## src/rtl/clk_ctrl_pkg.sv

```systemverilog
// Shared clock-controller definitions: monitor FSM encoding and default
// counter widths common to the divider and the pulse monitor.
package clk_ctrl_pkg;

    localparam int DEF_COUNTER_BITS = 32;
    localparam int DEF_PULSE_BITS   = 32;

    typedef enum logic [1:0] {
        ST_IDLE     = 2'd0,
        ST_COUNTING = 2'd1,
        ST_STALLED  = 2'd2
    } mon_state_e;

endpackage

```

## src/rtl/sync_edge_detect.sv

```systemverilog
// Synchronises an asynchronous clock-as-data input and emits a registered
// one-cycle rise pulse; total latency from sample to rise is SYNC_STAGES+1.
module sync_edge_detect #(
    parameter int SYNC_STAGES = 2
) (
    input  logic clk,
    input  logic reset,
    input  logic din,
    output logic rise
);

    logic [SYNC_STAGES-1:0] sync_q, sync_d;
    logic                   prev_q, prev_d;
    logic                   rise_q, rise_d;

    always_comb begin
        sync_d[0] = din;
        for (int k = 1; k < SYNC_STAGES; k++) begin
            sync_d[k] = sync_q[k-1];
        end
        prev_d = sync_q[SYNC_STAGES-1];
        rise_d = sync_q[SYNC_STAGES-1] & ~prev_q;
    end

    always_ff @(posedge clk) begin
        if (reset) begin
            sync_q <= '0;
            prev_q <= 1'b0;
            rise_q <= 1'b0;
        end else begin
            sync_q <= sync_d;
            prev_q <= prev_d;
            rise_q <= rise_d;
        end
    end

    assign rise = rise_q;

endmodule

```

## src/rtl/clk_pulse_monitor.sv

```systemverilog
// Observes the divided core clock: counts rising edges, measures its period,
// checks programmed bursts for completion and flags a stalled clock.
module clk_pulse_monitor
    import clk_ctrl_pkg::*;
#(
    parameter int COUNTER_BITS   = DEF_COUNTER_BITS,
    parameter int PULSE_BITS     = DEF_PULSE_BITS,
    parameter int SYNC_STAGES    = 2,
    parameter int TIMEOUT_CYCLES = 1024
) (
    input  logic                    clk,
    input  logic                    reset,
    input  logic                    clk_i,
    input  logic                    clear,
    input  logic                    write_target,
    input  logic [PULSE_BITS-1:0]   target,
    output logic [COUNTER_BITS-1:0] edge_count,
    output logic [COUNTER_BITS-1:0] period,
    output logic                    period_valid,
    output logic [PULSE_BITS-1:0]   burst_count,
    output logic                    busy,
    output logic                    done,
    output logic                    timeout
);

    localparam int TIMER_BITS = $clog2(TIMEOUT_CYCLES + 1);

    mon_state_e              state_q, state_d;
    logic [COUNTER_BITS-1:0] edge_count_q, edge_count_d;
    logic [COUNTER_BITS-1:0] gap_q, gap_d;
    logic [COUNTER_BITS-1:0] period_q, period_d;
    logic                    period_valid_q, period_valid_d;
    logic                    seen_edge_q, seen_edge_d;
    logic [PULSE_BITS-1:0]   burst_count_q, burst_count_d;
    logic [PULSE_BITS-1:0]   target_q, target_d;
    logic [TIMER_BITS-1:0]   timer_q, timer_d;
    logic                    done_q, done_d;
    logic [PULSE_BITS-1:0]   burst_next;
    logic                    rise;

    sync_edge_detect #(
        .SYNC_STAGES(SYNC_STAGES)
    ) u_sync (
        .clk  (clk),
        .reset(reset),
        .din  (clk_i),
        .rise (rise)
    );

    assign burst_next = burst_count_q + PULSE_BITS'(1);

    always_comb begin
        state_d        = state_q;
        edge_count_d   = edge_count_q;
        period_d       = period_q;
        period_valid_d = period_valid_q;
        seen_edge_d    = seen_edge_q;
        burst_count_d  = burst_count_q;
        target_d       = target_q;
        timer_d        = timer_q;
        done_d         = 1'b0;
        gap_d          = (gap_q == '1) ? gap_q : gap_q + COUNTER_BITS'(1);

        if (clear) begin
            state_d        = ST_IDLE;
            edge_count_d   = '0;
            period_d       = '0;
            period_valid_d = 1'b0;
            seen_edge_d    = 1'b0;
            burst_count_d  = '0;
            timer_d        = '0;
            gap_d          = '0;
        end else begin
            if (rise) begin
                edge_count_d   = edge_count_q + COUNTER_BITS'(1);
                period_d       = (gap_q == '1) ? gap_q : gap_q + COUNTER_BITS'(1);
                gap_d          = '0;
                seen_edge_d    = 1'b1;
                period_valid_d = period_valid_q | seen_edge_q;
            end

            // A rise coinciding with a target write belongs to the old burst window.
            if (write_target) begin
                target_d = target;
                if (target == '0) begin
                    done_d  = 1'b1;
                    state_d = ST_IDLE;
                end else begin
                    burst_count_d = '0;
                    timer_d       = '0;
                    state_d       = ST_COUNTING;
                end
            end else begin
                case (state_q)
                    ST_COUNTING: begin
                        if (rise) begin
                            burst_count_d = burst_next;
                            timer_d       = '0;
                            if (burst_next == target_q) begin
                                done_d  = 1'b1;
                                state_d = ST_IDLE;
                            end
                        end else if (timer_q == TIMER_BITS'(TIMEOUT_CYCLES - 1)) begin
                            state_d = ST_STALLED;
                        end else begin
                            timer_d = timer_q + TIMER_BITS'(1);
                        end
                    end
                    default: ;
                endcase
            end
        end
    end

    always_ff @(posedge clk) begin
        if (reset) begin
            state_q        <= ST_IDLE;
            edge_count_q   <= '0;
            gap_q          <= '0;
            period_q       <= '0;
            period_valid_q <= 1'b0;
            seen_edge_q    <= 1'b0;
            burst_count_q  <= '0;
            target_q       <= '0;
            timer_q        <= '0;
            done_q         <= 1'b0;
        end else begin
            state_q        <= state_d;
            edge_count_q   <= edge_count_d;
            gap_q          <= gap_d;
            period_q       <= period_d;
            period_valid_q <= period_valid_d;
            seen_edge_q    <= seen_edge_d;
            burst_count_q  <= burst_count_d;
            target_q       <= target_d;
            timer_q        <= timer_d;
            done_q         <= done_d;
        end
    end

    assign edge_count   = edge_count_q;
    assign period       = period_q;
    assign period_valid = period_valid_q;
    assign burst_count  = burst_count_q;
    assign done         = done_q;
    assign busy         = (state_q == ST_COUNTING);
    assign timeout      = (state_q == ST_STALLED);

endmodule

```

## config.mk

```make
export PLATFORM = sky130hd
export DESIGN_NAME = clk_pulse_monitor
export DESIGN_NICKNAME = d
export VERILOG_FILES = /design/src/rtl/clk_ctrl_pkg.sv /design/src/rtl/sync_edge_detect.sv /design/src/rtl/clk_pulse_monitor.sv
export SDC_FILE = /design/constraint.sdc
export NUM_CORES = 1
export LEC_CHECK = 0
export BUFFER_PORTS_ARGS = -buffer_cell sky130_fd_sc_hd__buf_2
export CORE_ASPECT_RATIO = 1.25
export CORE_UTILIZATION = 42
export CTS_BUF_LIST = sky130_fd_sc_hd__clkbuf_8
export DETAILED_ROUTE_END_ITERATION = 6
export HOLD_SLACK_MARGIN = 0.15
export PLACE_DENSITY = 0.61
export SLEW_MARGIN = 15
export SYNTH_ARGS = -nofsm -noshare
export SYNTH_HDL_FRONTEND = slang
export SYNTH_SLANG_ARGS = --single-unit
```

## constraint.sdc

```tcl
create_clock -name clk -period 3.73 [get_ports clk]
set_clock_uncertainty 0.05 [all_clocks]
set_input_delay 0 -clock clk [delete_from_list [all_inputs] [get_ports clk]]
set_output_delay 0 -clock clk [all_outputs]
set_load 0.02 [all_outputs]
```

### Word-level counts from Yosys, hierarchy flattened

Index checks and enable logic that the tools add are counted.

| word-level totals | value |
|---|---|
| memory bits (writable) | 0 |
| memories kept | 0 |
| bits in registers | 180 |
| memory bits (read-only) | 0 |
| latch bits | 0 |
| logic and storage cells | 60 |

| operators by class | value |
|---|---|
| div/mod/pow operators | 0 |
| eq/ne operators | 8 |
| shifts and indexed selects | 0 |
| $add $sub $neg | 4 |
| $mul | 0 |
| magnitude comparators | 0 |
| reduce and logical (&&, ||, !) cells | 10 |
| mux-type cells | 21 |
| bitwise logic cells | 4 |

Operators by type and width:

| cell | count |
|---|---|
| $mux W32 | 5 |
| $add A32 B1 Y32 const B | 3 |
| $mux W11 | 5 |
| $eq A32 B32 Y1 | 1 |
| $eq A32 B32 Y1 const B | 1 |
| $logic_not A32 Y1 | 1 |
| $add A11 B1 Y11 const B | 1 |
| $eq A11 B10 Y1 const B | 1 |
| $mux W2 | 5 |
| $reduce_and A3 Y1 | 3 |
| $mux W1 | 6 |
| $reduce_bool A2 Y1 | 2 |
| $ne A3 B2 Y1 const B | 1 |
| $ne A3 B3 Y1 const B | 1 |
| $reduce_bool A3 Y1 | 1 |
| $reduce_or A3 Y1 | 1 |
| $eq A2 B1 Y1 const B | 1 |
| $eq A2 B2 Y1 const B | 1 |
| $ne A2 B2 Y1 const B | 1 |
| $not A1 Y1 | 2 |
| $reduce_and A2 Y1 | 1 |
| $reduce_or A2 Y1 | 1 |
| $and A1 B1 Y1 | 1 |
| $or A1 B1 Y1 | 1 |

### Logic depth before layout (Yosys ltp)

Gate-level depths: netlist (run 1).

| logic depth | value |
|---|---|
| word-level depth | 6 |
| gate-level depth with buffers | 10 |
| mapped depth without buffers | 9 |

### Hierarchy

Synthesis (run 1) repeated with hierarchy kept, for this count alone.

| unflattened totals | value |
|---|---|
| cell total of the unflattened synthesis | 1023 |
| area total of the unflattened synthesis | 8391.8 µm² |

By module, submodules not included:

| module | times used | area each (µm²) | cells an instance |
|---|---|---|---|
| clk_pulse_monitor | 1 | 8280.4 | 1015 |
| sync_edge_detect | 1 | 111.4 | 8 |

### Worst setup path before layout (run 1)

Ideal clock, no wire load.

| timing path | value |
|---|---|
| kind | register -> register |
| from | reg burst_count_q[0], in the netlist burst_count[0] |
| to | reg state_q[0] |
| cell stages (with the launch flop) | 10 |
| data required time | 3.566 ns |
| period minus slack after synthesis | 2.809 ns |
| setup slack | 0.921 ns |
| path buffers | 0 |
| library setup time | 0.114 ns |
| data arrival time | 2.645 ns |
| path through | dfxtp_1 > ha_1 > nand3_1 > nor4_1 > xnor2_1 > o211ai_1 > a211o_1 > nor4_1 > nand3_1 > a21o_1 |

| on the way | value |
|---|---|
| cells in the longest elaborated chain, start to end | 4 |

RTL lines:

| what | line | RTL |
|---|---|---|
| from (decl) | clk_pulse_monitor.sv:34 | `logic [PULSE_BITS-1:0] burst_count_q, burst_count_d;` |
| from (signal assigned) | clk_pulse_monitor.sv:134 | `burst_count_q <= burst_count_d;` |
| $add A32 B1 Y32 | clk_pulse_monitor.sv:50 | `assign burst_next = burst_count_q + PULSE_BITS'(1);` |
| $eq A32 B32 Y1 | clk_pulse_monitor.sv:99 | `if (burst_next == target_q) begin` |
| $ne A3 B3 Y1 (no source line) | n/a |  |
| $reduce_and A3 Y1 (no source line) | n/a |  |
| to (signal assigned) | clk_pulse_monitor.sv:128 | `state_q <= state_d;` |
| to (decl) | clk_pulse_monitor.sv:28 | `mon_state_e state_q, state_d;` |

No other way between the ends.
A chain may end at the register's enable or synchronous reset.

### Worst setup path after layout (run 1)

| timing path | value |
|---|---|
| from | reg burst_count_q[0], in the netlist burst_count[0] |
| to | reg done_q, in the netlist done |

| on the way | value |
|---|---|
| cells in the longest elaborated chain, start to end | 6 |

RTL lines:

| what | line | RTL |
|---|---|---|
| $add A32 B1 Y32 | clk_pulse_monitor.sv:50 |  |
| $eq A32 B32 Y1 | clk_pulse_monitor.sv:99 |  |
| $mux W1 | clk_pulse_monitor.sv:99 |  |
| $mux W1 | clk_pulse_monitor.sv:96 | `if (rise) begin` |
| $mux W1 | clk_pulse_monitor.sv:94 | `case (state_q)` |
| $mux W1 | clk_pulse_monitor.sv:83 | `if (write_target) begin` |
| to (signal assigned) | clk_pulse_monitor.sv:137 | `done_q <= done_d;` |
| to (decl) | clk_pulse_monitor.sv:37 | `logic done_q, done_d;` |

No other way between the ends.

==> metrics.md, run 1 <==
| Metric | Value |
|---|---|
| Status | `completed` |
| DRC viols | `0` |
| Pin count of the biggest net entering global routing | `50` |
| Clock buffer depth | `2` |
| Post_cts resized | `0` |
| Root Driver | `clkbuf_8` |
| Pleak | `4.06 nW` |
| Ranking of synthesized cells by area | `dfxtp_1, nor2_1, xor2_1, a21oi_1, nand2_1` |
| Type of the worst setup path | `reg -> reg` |
| Die area | `0.0205 mm2` |
| Final Hold Viols | `0` |
| Minimum clock period | `3.06 ns` |
| Ys Warns | `0` |
| Setup crit start kind | `flip-flop` |
| # fillers | `1858` |
| Slew headroom | `0.234` |
| Yosys top cell area share | `0.430` |
| Wire length per cell | `15.8 um` |
| CP endpoint kind | `flip-flop` |
| # Max-Cap Violations | `0` |
| Routability cong. | `0.944` |
| Multi-input logic area | `0.00446 mm2` |
| CTS tree | `built` |
| Top-Level Pins | `137` |
| Sequential cell area | `0.00360 mm2` |
| Peak Freq | `327 MHz` |
| Overall power | `3.69 mW` |
| Finish-stage setup viols | `0` |
| VDD IR max | `0.216 mV` |
| Core Util, Final | `0.547` |
| IO buf count | `136` |
| Syn Inst Count | `1035` |
| Register area share after synthesis | `0.430` |
| Clk_lat worst skew | `0.46 ns` |
| Post-synth EDFFs | `0` |
| Pre-Repair DR Iteration Count | `5` |
| Via Count | `8051` |
| Synthesized area | `0.00839 mm2` |
| Period utilization | `0.821` |
| Slew Viols, Final | `0` |
| Initial antenna violation count | `0` |
| Synth Flop Type | `dfxtp_1` |
| Initial Util | `0.431` |
| Vias in the first global route | `7826` |
| Clock transition at path regs | `0.09 ns` |
| Detail Placement HPWL | `16400 um` |
| DRT iter0 DRCs | `495` |
| Die Wd | `128 um` |
| RSZ-0062 raised after global routing | `false` |
| Htree depth | `4` |
| CTS sink cnt | `180` |
| Power per Cell Area | `346 mW/mm2` |
| Core ar. | `0.0195 mm2` |
| Largest area contributor in the netlist | `dfxtp_1` |
| Synthesis-to-layout area growth | `27.1%` |
| Async SR Flop Fraction | `0` |
| Post-route antenna net violation count | `0` |
| Synthesis-stage register bit count | `180` |
| First-pass GRT wire length | `39400 um` |
| ANT cells | `0` |
| Critical path required time | `4.05 ns` |
| Layout Nets | `1282` |
| Setup TNS | `0 ns` |
| Aggregate global routing overflow | `0` |
| CP arrival | `3.39 ns` |
| Row cnt | `57` |
| Share of cells above drive strength 1 | `0.154` |
| Mapped Avg Cell Area | `8.10 um2` |
| Die span in y | `160 um` |
| Total track usage | `0.241` |
| Vias per cell | `5.30` |
| Worst-path maximum fanout | `8` |
| Worst min-delay path class | `reg -> reg` |
| Post-Route WL | `23900 um` |
| Post-synth cell types | `57` |
| Syn_nets | `1076` |
| Worst slew pin tran | `1.15 ns` |
| Number of buffers created by CTS | `17` |
cell usage in the layout, fill, tap and decap left out, types with 3 or more instances in the layout:
cell,instances
nand2b_1,3
nor2_1,135
xor2_1,58
o211ai_1,3
inv_1,15
or3_1,16
nor4_1,18
dlygate4sd3_1,101
and3_1,24
o21ai_0,52
nor2b_1,4
nand2_1,121
nor3_1,21
mux2i_1,7
nand3_1,47
a21oi_1,97
ha_1,4
a211oi_1,13
xnor2_1,51
or4_1,3
buf_2,136
bufinv_16,3
and2_1,9
dfxtp_1,179
a211o_1,3
clkbuf_8,19
a31oi_1,10
nand4_1,32
buf_4,8
and4_1,11
synthesized netlist by cell type, types with 3 or more instances:
master	instances
nor4_1	18
a211oi_1	13
nor2b_1	4
nand3_1	47
xor2_1	58
o211ai_1	3
or4_1	3
dfxtp_1	180
inv_1	14
ha_1	4
nand2_1	121
mux2i_1	7
a211o_1	3
a21oi_1	97
o21ai_0	52
buf_4	3
buf_1	5
clkbuf_1	46
nor2_1	136
a31oi_1	10
and2_1	9
nor3_1	21
nand4_1	32
nand2b_1	3
or3_1	16
and3_1	24
xnor2_1	51
and4_1	11
buf_6	4
final timing paths:
check                       from           to  slack [ns]  depth (start not counted)
setup / recovery  burst_count[0]         done        0.67                          8
hold / removal     u_sync.prev_q  u_sync.rise        0.33                          1
setup reg to reg  burst_count[0]         done        0.67                          8
hold reg to reg    u_sync.prev_q  u_sync.rise        0.33                          1
critical path, stage by stage, from the launching register on:
cell       delay, ns
dfxtp_1         0.47
ha_1            0.28
nand3_1         0.24
nor2_1          0.39
nand4_1         0.30
or4_1           0.55
a2111oi_0       0.42
nand3_1         0.12
a21oi_1         0.16
sequential cells by signal, summed over array words and instances, names as in the netlist:
signal         flops
burst_count       32
done               1
edge_count        32
gap_q             32
period            32
period_valid       1
seen_edge_q        1
state_q            2
target_q          32
timer_q           11
u_sync.prev_q      1
u_sync.rise        1
u_sync.sync_q      2
metrics by stage:
step | hold WS [ns] | area (um2) | cells | setup WS, ns
after CTS | 0.334 | 10700 | 1519 | 0.684
after global routing | 0.350 | 10700 | 1519 | 0.335
final | 0.330 | 10700 | 1519 | 0.668
after detailed placement | 0.170 | 9210 | 1386 | 0.708
after global placement | 0.169 | 9210 | 1386 | 0.748
after floorplan | 0.0782 | 8390 | 1035 | 0.921
metal layers:
layer / global-route usage / routed length, um / vias up
met5: 0 / 0 / -
met4: 0.0909 / 632 / 0
met3: 0.0486 / 1180 / 42
met2: 0.420 / 12000 / 218
met1: 0.288 / 10200 / 3781
li1: - / - / 4010
power breakdown:
group	internal (mW)	total [mW]	switching, mW
clock network	0.711	1.46	0.744
logic	0.128	0.269	0.140
registers	1.94	1.97	0.0225
total	2.78	3.69	0.907
logic make-up after synthesis:
logic type | synth area share
AO/OA/AOI/OAI | 0.133
XOR/XNOR | 0.116
adder cells (fa/ha/maj) | 0.00597
buffers and inverters | 0.0388
flip-flops | 0.430
multiplexers | 0.00836
AND/OR/NAND/NOR | 0.268
area by class of cell:
cell class / instances / area share
tap: 265 / 0.0311
sequential: 180 / 0.338
clock buffer: 19 / 0.0245
clock inverter: 13 / 0.0161
multi-input combinational: 782 / 0.419
inverter: 14 / 0.00493
timing repair buffer: 246 / 0.166
repair_timing:
item | 4_1_cts | 5_1_grt
hold buffers | 101 | 0
buffers inserted | 0 | 0
endpoints found under the hold margin | 62 | 0
Note: power is estimated with default switching activity, not from simulation.
==> run 2: changes to the inputs <==
--- a/config.mk
+++ b/config.mk
@@ -5,13 +5,14 @@
 export SDC_FILE = /design/constraint.sdc
 export NUM_CORES = 1
 export LEC_CHECK = 0
+export ABC_AREA = 1
 export BUFFER_PORTS_ARGS = -buffer_cell sky130_fd_sc_hd__buf_2
 export CORE_ASPECT_RATIO = 1.25
 export CORE_UTILIZATION = 42
 export CTS_BUF_LIST = sky130_fd_sc_hd__clkbuf_8
 export DETAILED_ROUTE_END_ITERATION = 6
 export HOLD_SLACK_MARGIN = 0.15
-export PLACE_DENSITY = 0.61
+export PLACE_DENSITY = 0.63
 export SLEW_MARGIN = 15
 export SYNTH_ARGS = -nofsm -noshare
 export SYNTH_HDL_FRONTEND = slang
==> constraint.sdc (replaced) <==
create_clock -name clk -period 2.6 [get_ports clk]
set_clock_uncertainty 0.05 [all_clocks]
set_input_delay 0 -clock clk [delete_from_list [all_inputs] [get_ports clk]]
set_output_delay 0 -clock clk [all_outputs]
set_load 0.02 [all_outputs]
==> run 2 against run 1 <==
Effect of this change:
- cell count rose by 20%
- combinational power is 44% higher
- design area is 6.7% higher
- critical path depth grew 8
- die area increased by 7.6%
- synthesized cell count up 26%
- critical endpoint is now state_q[0]
==> metrics.md, run 2 <==
| Metric | Value |
|---|---|
| Status | `completed (unchanged)` |
| First-pass GRT wire length | `41400 um (was 39400 um)` |
| Layout Nets | `1570 (was 1282)` |
| Htree depth | `4 (unchanged)` |
| Setup crit start kind | `flip-flop (unchanged)` |
| Most frequent cells in the layout | `nand2_1, dfxtp_1, inv_1 (was dfxtp_1, buf_2, nor2_1)` |
| Minimum clock period | `2.41 ns (was 3.06 ns)` |
| Clk_lat worst skew | `0.48 ns (was 0.46 ns)` |
| CP endpoint kind | `flip-flop (unchanged)` |
| Slew headroom | `0.572 (was 0.234)` |
| Worst Reg-to-Reg Cells | `16 (was 8)` |
| Peak Freq | `414 MHz (was 327 MHz)` |
| Mapped Avg Cell Area | `6.94 um2 (was 8.10 um2)` |
| Clock transition at path regs | `0.11 ns (was 0.09 ns)` |
| Most frequent cells after synthesis | `nand2_1, dfxtp_1, inv_1, nor2_1, nand3_1 (was dfxtp_1, nor2_1, nand2_1, a21oi_1, xor2_1)` |
| WHS Endpoint | `timer_q[9] (was u_sync.rise)` |
| Hold_ws | `0.343 ns (was 0.330 ns)` |
| Worst slew pin tran | `0.642 ns (was 1.15 ns)` |
| Routability cong. | `0.945 (was 0.944)` |
| Vias per cell | `4.95 (was 5.30)` |
| CTS tree | `built (unchanged)` |
| Post-synth cell types | `46 (was 57)` |
| Number of buffers created by CTS | `17 (unchanged)` |
| Wire length per cell | `14.1 um (was 15.8 um)` |
| Total track usage | `0.235 (was 0.241)` |
| # fillers | `2080 (was 1858)` |
| Top-Level Pins | `137 (unchanged)` |
| VDD IR max | `0.278 mV (was 0.216 mV)` |
| Via Count | `8987 (was 8051)` |
| Register area share after synthesis | `0.399 (was 0.430)` |
| Power per Cell Area | `463 mW/mm2 (was 346 mW/mm2)` |
| Most frequent cell after synthesis | `nand2_1 (was dfxtp_1)` |
| Root Driver | `clkbuf_8 (unchanged)` |
| Synth Flop Type | `dfxtp_1 (unchanged)` |
| Int Pwr | `3.81 mW (was 2.78 mW)` |
| Slew Viols, Final | `0 (unchanged)` |
| Final Hold Viols | `0 (unchanged)` |
| Synthesis-stage register bit count | `180 (unchanged)` |
| Detail Placement HPWL | `18700 um (was 16400 um)` |
| Ys Warns | `0 (unchanged)` |
| Synthesized area | `0.00903 mm2 (was 0.00839 mm2)` |
| Row cnt | `59 (was 57)` |
| Die Wd | `133 um (was 128 um)` |
| # Max-Cap Violations | `0 (unchanged)` |
| Post-Route WL | `25700 um (was 23900 um)` |
| Async SR Flop Fraction | `0 (unchanged)` |
| DRT iter0 DRCs | `470 (was 495)` |
| Worst-path maximum fanout | `6 (was 8)` |
| Commonest non-fill, non-tap cell in the layout | `nand2_1 (was dfxtp_1)` |
| Finish-stage setup viols | `0 (unchanged)` |
| Syn Inst Count | `1302 (was 1035)` |
| Pleak | `4.83 nW (was 4.06 nW)` |
| Worst r2r src | `burst_count[12] (was burst_count[0])` |
| CP dominant cell by count | `nand2_1 (was nand3_1)` |
| Clock buffer depth | `2 (unchanged)` |
| Crit path buffers/inverters | `1 (was 0)` |
| Hold Startpoint | `write_target (was u_sync.prev_q)` |
| Ranking of synthesized cells by area | `dfxtp_1, nand2_1, inv_1, nor2_1, nand3_1 (was dfxtp_1, nor2_1, xor2_1, a21oi_1, nand2_1)` |
| Seq pwr share | `0.535 (was 0.533)` |
| Critical path required time | `2.88 ns (was 4.05 ns)` |
| Slowest cell on the critical path | `dfxtp_1 (was or4_1)` |
| Aggregate global routing overflow | `0 (unchanged)` |
| ANT cells | `0 (unchanged)` |
| Pre-Repair DR Iteration Count | `6 (was 5)` |
| DRC viols | `0 (unchanged)` |
| Share of cells above drive strength 1 | `0.171 (was 0.154)` |
| Crit-path max cell delay | `0.37 ns (was 0.55 ns)` |
| CTS sink cnt | `180 (unchanged)` |
| CP arrival | `2.70 ns (was 3.39 ns)` |
| Overall power | `5.26 mW (was 3.69 mW)` |
| Post-route antenna net violation count | `0 (unchanged)` |
| CP Cell Sequence | `buf_4 > nand2_1 > nor2_1 > nand2_2 > nor2_4 > nand3_1 > nand3_1 > nand2_1 > nor2_1 > nand2_1 > nor2_1 > nand3_2 > nand2_2 > nand2_1 > nand2_1 > a21oi_1 (was ha_1 > nand3_1 > nor2_1 > nand4_1 > or4_1 > a2111oi_0 > nand3_1 > a21oi_1)` |
| Pin count of the biggest net entering global routing | `52 (was 50)` |
| Initial Util | `0.431 (about the same)` |
| Worst min-delay path class | `in -> reg (was reg -> reg)` |
| R2R setup slack | `0.19 ns (was 0.67 ns)` |
| Synthesis-to-layout area growth | `25.8% (was 27.1%)` |
| Post-synth EDFFs | `0 (unchanged)` |
| Type of the worst setup path | `reg -> reg (unchanged)` |
| Sw frac | `0.276 (was 0.246)` |
| Hold Path Depth | `5 (was 1)` |
| Die area | `0.0221 mm2 (was 0.0205 mm2)` |
| Multi-input logic area | `0.00470 mm2 (was 0.00446 mm2)` |
| Psw | `1.45 mW (was 0.907 mW)` |
| R2r endpoint | `state_q[0] (was done)` |
| Gate power share | `0.074 (was 0.073)` |
| Setup WS post-layout | `0.186 ns (was 0.668 ns)` |
| Core ar. | `0.0210 mm2 (was 0.0195 mm2)` |
| Clock Power Share | `0.391 (was 0.394)` |
| Die span in y | `166 um (was 160 um)` |
| Crit path max-delay family | `simple AND/OR/NAND/NOR gates (unchanged)` |
| IO buf count | `136 (unchanged)` |
| Yosys top cell area share | `0.399 (was 0.430)` |
| Vias in the first global route | `8652 (was 7826)` |
| Largest area contributor in the netlist | `dfxtp_1 (unchanged)` |
| Pre-CTS setup slack | `0.164 ns (was 0.708 ns)` |
| Period utilization | `0.928 (was 0.821)` |
| Syn_nets | `1343 (was 1076)` |
| Sequential cell area | `0.00361 mm2 (was 0.00360 mm2)` |
| Initial antenna violation count | `0 (unchanged)` |
-- run 2: worst max path at each step --
stage / startpoint / slack (ns) / endpoint / cells after the start
after CTS: burst_count[11] / 0.14 / state_q[0] / 17
after global placement: burst_count[11] / 0.19 / state_q[0] / 17
final: burst_count[12] / 0.19 / state_q[0] / 16
after global routing: burst_count[13] / -0.04 / state_q[0] / 18
after floorplan: burst_count[0] / 0.34 / state_q[0] / 18
after detailed placement: burst_count[11] / 0.16 / state_q[0] / 17
-- run 2: routing by layer --
metal | vias to the layer above | wire length (um) | global-route usage
met5 | - | 0 | 0
met4 | 0 | 700 | 0.0879
met3 | 54 | 1080 | 0.0430
met2 | 219 | 12900 | 0.432
met1 | 4061 | 11000 | 0.265
li1 | 4653 | - | -
-- run 2: cell families after synthesis --
kind of cell / synth area share
AO/OA/AOI/OAI: 0.102
XOR/XNOR: 0.0536
adder cells (fa/ha/maj): 0.00554
buffers and inverters: 0.0827
flip-flops: 0.399
multiplexers: 0.00125
AND/OR/NAND/NOR: 0.356
-- run 2: tightest hold or removal path, cell delays in order --
cell and delay [ns]:
dlygate4sd3_1 0.52, buf_2 0.14, nor3_1 0.06, nand2_1 0.05
a21oi_1 0.05
-- run 2: what timing repair did --
item,CTS,global route
gates resized for setup,0,6
setup endpoints to repair,0,4
hold buffers,71,0
endpoints found under the hold margin,81,0
buffers inserted,0,0
-- run 2: layout make-up --
| type | instances | share of cell area |
|---|---|---|
| clock buffers | 17 | 0.0206 |
| flip-flops and latches | 180 | 0.317 |
| repair buffers | 241 | 0.146 |
| inverters | 164 | 0.0541 |
| multi-input cells | 925 | 0.414 |
| well taps | 274 | 0.0302 |
| clock inverters | 15 | 0.0182 |
-- run 2: power by group through the flow --
stage / registers [mW] / clock network, mW / logic, mW
after floorplan: 2.88 / 0 / 0.189
after global placement: 2.88 / 0 / 0.302
after detailed placement: 2.88 / 0 / 0.303
after CTS: 2.82 / 2.11 / 0.388
after global routing: 2.82 / 2.22 / 0.430
final: 2.82 / 2.06 / 0.388
-- run 2: through the flow --
| step | setup TNS (ns) | utilization | area, um2 | std cells |
|---|---|---|---|---|
| after floorplan | 0 | - | 9030 | 1302 |
| after global placement | 0 | 0.487 | 10200 | 1713 |
| after detailed placement | 0 | 0.487 | 10200 | 1713 |
| after CTS | 0 | 0.542 | 11400 | 1816 |
| after global routing | -0.0418 | 0.542 | 11400 | 1816 |
| final | 0 | 0.542 | 11400 | 1816 |
==> run 3: changes to the inputs <==
--- a/config.mk
+++ b/config.mk
@@ -8,11 +8,11 @@
 export ABC_AREA = 1
 export BUFFER_PORTS_ARGS = -buffer_cell sky130_fd_sc_hd__buf_2
 export CORE_ASPECT_RATIO = 1.25
+export CORE_MARGIN = 4
 export CORE_UTILIZATION = 42
 export CTS_BUF_LIST = sky130_fd_sc_hd__clkbuf_8
 export DETAILED_ROUTE_END_ITERATION = 6
 export HOLD_SLACK_MARGIN = 0.15
-export PLACE_DENSITY = 0.63
 export SLEW_MARGIN = 15
 export SYNTH_ARGS = -nofsm -noshare
 export SYNTH_HDL_FRONTEND = slang
==> run 3 against run 2 <==
Effect of this change:
- sequential share of layout area grew 0.29 points
- clock power decreased by 7%
- via count grew 0.39%
- die area rose by 8.3%
- design area down 0.79%
- register-to-register slack barely moved
- wire length is 4.3% higher
- combinational power grew 3%
- highest routed layer unchanged
==> metrics.md, run 3 (same netlist as run 2, synthesis figures left out) <==
| Metric | Value |
|---|---|
| CP arrival | `2.71 ns (was 2.70 ns)` |
| Post-route antenna net violation count | `0 (unchanged)` |
| # fillers | `2127 (was 2080)` |
| Critical path required time | `2.90 ns (was 2.88 ns)` |
| Slew Viols, Final | `0 (unchanged)` |
| Minimum clock period | `2.41 ns (about the same)` |
| Pin count of the biggest net entering global routing | `37 (was 52)` |
| RSZ-0062 raised after global routing | `true` |
| Vias per cell | `4.98 (was 4.95)` |
| VDD IR max | `0.303 mV (was 0.278 mV)` |
| Initial antenna violation count | `0 (unchanged)` |
| Worst slew pin tran | `0.621 ns (was 0.642 ns)` |
| CP Cell Sequence | `ha_1 > nand2_2 > nor2_8 > nand3_2 > inv_1 > nand3b_1 > nand2_1 > nor2_1 > nor2_1 > nand2_1 > nor2_1 > nand3_2 > nand2_2 > nand2_1 > nand2_1 > a21oi_1 (was buf_4 > nand2_1 > nor2_1 > nand2_2 > nor2_4 > nand3_1 > nand3_1 > nand2_1 > nor2_1 > nand2_1 > nor2_1 > nand3_2 > nand2_2 > nand2_1 > nand2_1 > a21oi_1)` |
| Initial Util | `0.431 (unchanged)` |
| Post-placement cell area | `0.0101 mm2 (was 0.0102 mm2)` |
| Type of the worst setup path | `reg -> reg (unchanged)` |
| CP endpoint kind | `flip-flop (unchanged)` |
| CP dominant cell by count | `nand2_1 (unchanged)` |
| Worst-path maximum fanout | `7 (was 6)` |
| Peak Freq | `414 MHz (about the same)` |
| CTS tree | `built (unchanged)` |
| Period utilization | `0.929 (was 0.928)` |
| Sw frac | `0.281 (was 0.276)` |
| Post-route cell area | `0.0113 mm2 (was 0.0114 mm2)` |
| Int Pwr | `3.69 mW (was 3.81 mW)` |
| Detail Placement HPWL | `19600 um (was 18700 um)` |
| Total track usage | `0.220 (was 0.235)` |
| Finish-stage setup viols | `0 (unchanged)` |
| Via Count | `9022 (was 8987)` |
| CTS sink cnt | `180 (unchanged)` |
| # Max-Cap Violations | `0 (unchanged)` |
| Core ar. | `0.0210 mm2 (unchanged)` |
| Clock Power Share | `0.374 (was 0.391)` |
| Die area | `0.0239 mm2 (was 0.0221 mm2)` |
| Post-Route WL | `26800 um (was 25700 um)` |
| Overall power | `5.14 mW (was 5.26 mW)` |
| Clk_lat worst skew | `0.48 ns (about the same)` |
| DRC viols | `0 (unchanged)` |
| Clock buffer depth | `2 (unchanged)` |
| Routability cong. | `0.921 (was 0.945)` |
| Die span in y | `172 um (was 166 um)` |
| First-pass GRT wire length | `42700 um (was 41400 um)` |
| Clock transition at path regs | `0.10 ns (was 0.11 ns)` |
| Setup crit start kind | `flip-flop (unchanged)` |
| Layout Nets | `1564 (was 1570)` |
| Seq pwr share | `0.549 (was 0.535)` |
| Pre-Repair DR Iteration Count | `5 (was 6)` |
| IO buf count | `136 (unchanged)` |
| Power per Cell Area | `455 mW/mm2 (was 463 mW/mm2)` |
| Gate power share | `0.078 (was 0.074)` |
| Most frequent cells in the layout | `nand2_1, dfxtp_1, inv_1 (unchanged)` |
| Commonest non-fill, non-tap cell in the layout | `nand2_1 (unchanged)` |
| Top-Level Pins | `137 (unchanged)` |
| Die Wd | `139 um (was 133 um)` |
| Vias in the first global route | `8674 (was 8652)` |
| Root Driver | `clkbuf_8 (unchanged)` |
| ANT cells | `0 (unchanged)` |
| Aggregate global routing overflow | `0 (unchanged)` |
| Pleak | `4.78 nW (was 4.83 nW)` |
| Htree depth | `4 (unchanged)` |
| Slew headroom | `0.582 (was 0.572)` |
| Number of buffers created by CTS | `17 (unchanged)` |
| Status | `completed (unchanged)` |
| Share of cells above drive strength 1 | `0.172 (was 0.171)` |
| Synthesis-to-layout area growth | `24.8% (was 25.8%)` |
| Final Hold Viols | `0 (unchanged)` |
| Wire length per cell | `14.8 um (was 14.1 um)` |
| Slowest cell on the critical path | `dfxtp_2 (was dfxtp_1)` |
| DRT iter0 DRCs | `531 (was 470)` |
| Crit-path max cell delay | `0.38 ns (was 0.37 ns)` |
| Psw | `1.44 mW (was 1.45 mW)` |
| Row cnt | `59 (unchanged)` |
| Worst min-delay path class | `in -> reg (unchanged)` |
## run 3: cell types whose count changed in the layout (fill, tap and decap cells not counted), moves of 2 or more
cell | previous run | this run
inv_6 | 1 | 3
dfxtp_2 | 2 | 5
dfxtp_1 | 178 | 175
buf_4 | 33 | 29
clkinv_8 | 5 | 3
dlygate4sd3_1 | 71 | 69
## run 3: path summary, 6_finish.rpt
check             cells past startpoint      endpoint            from  slack, ns
hold / removal                        4  target_q[19]      target[19]       0.32
hold reg to reg                       1   u_sync.rise   u_sync.prev_q       0.35
setup reg to reg                     16    state_q[0]  burst_count[1]       0.19
setup / recovery                     16    state_q[0]  burst_count[1]       0.19
## run 3: power groups by stage
stage | logic, mW | clock network, mW | registers (mW)
5_1_grt | 0.436 | 2.07 | 2.82
6_report | 0.400 | 1.92 | 2.82
3_3_place_gp | 0.306 | 0 | 2.88
3_5_place_dp | 0.306 | 0 | 2.88
4_1_cts | 0.390 | 1.96 | 2.82
2_1_floorplan | 0.189 | 0 | 2.88
## run 3: final cells by class
cell class / count / area [um2] / area share
multi-input cells: 925 / 4700 / 0.417
clock buffers: 17 / 234 / 0.0207
repair buffers: 235 / 1610 / 0.143
inverters: 164 / 619 / 0.0549
flip-flops and latches: 180 / 3610 / 0.320
well taps: 274 / 343 / 0.0304
clock inverters: 15 / 159 / 0.0141
## run 3: critical path: cells and delay by family, from the launching register on
kind / cells / cell delay [ns]
and+or+nand+nor: 13 / 1.40
DFF: 1 / 0.38
buffers and inverters: 1 / 0.19
adders and majority gates: 1 / 0.21
AOI/OAI and AO/OA: 1 / 0.05
## run 3: routing by layer
| metal | track usage | wire, um |
|---|---|---|
| met1 | 0.250 | 11200 |
| met2 | 0.409 | 13700 |
| met3 | 0.0396 | 1080 |
| met4 | 0.0851 | 801 |
| met5 | 0 | 0 |
## run 3: timing repair
action | CTS | global route
buffers inserted | 0 | 5
gates resized for setup | 0 | 9
hold buffers | 69 | 0
endpoints found under the hold margin | 74 | 0
setup endpoints to repair | 0 | 6
## run 3: per-stage QoR
| step | hold WS [ns] | worst slack, ns | utilization | TNS, ns | cells |
|---|---|---|---|---|---|
| detailed placement | 0.190 | 0.0374 | 0.484 | 0 | 1704 |
| global route | 0.313 | -0.00244 | 0.538 | -0.00244 | 1810 |
| floorplan | 0.0570 | 0.344 | - | 0 | 1302 |
| finish | 0.319 | 0.186 | 0.538 | 0 | 1810 |
| global placement | 0.189 | 0.0475 | 0.484 | 0 | 1704 |
| CTS | 0.290 | 0.00728 | 0.535 | 0 | 1805 |
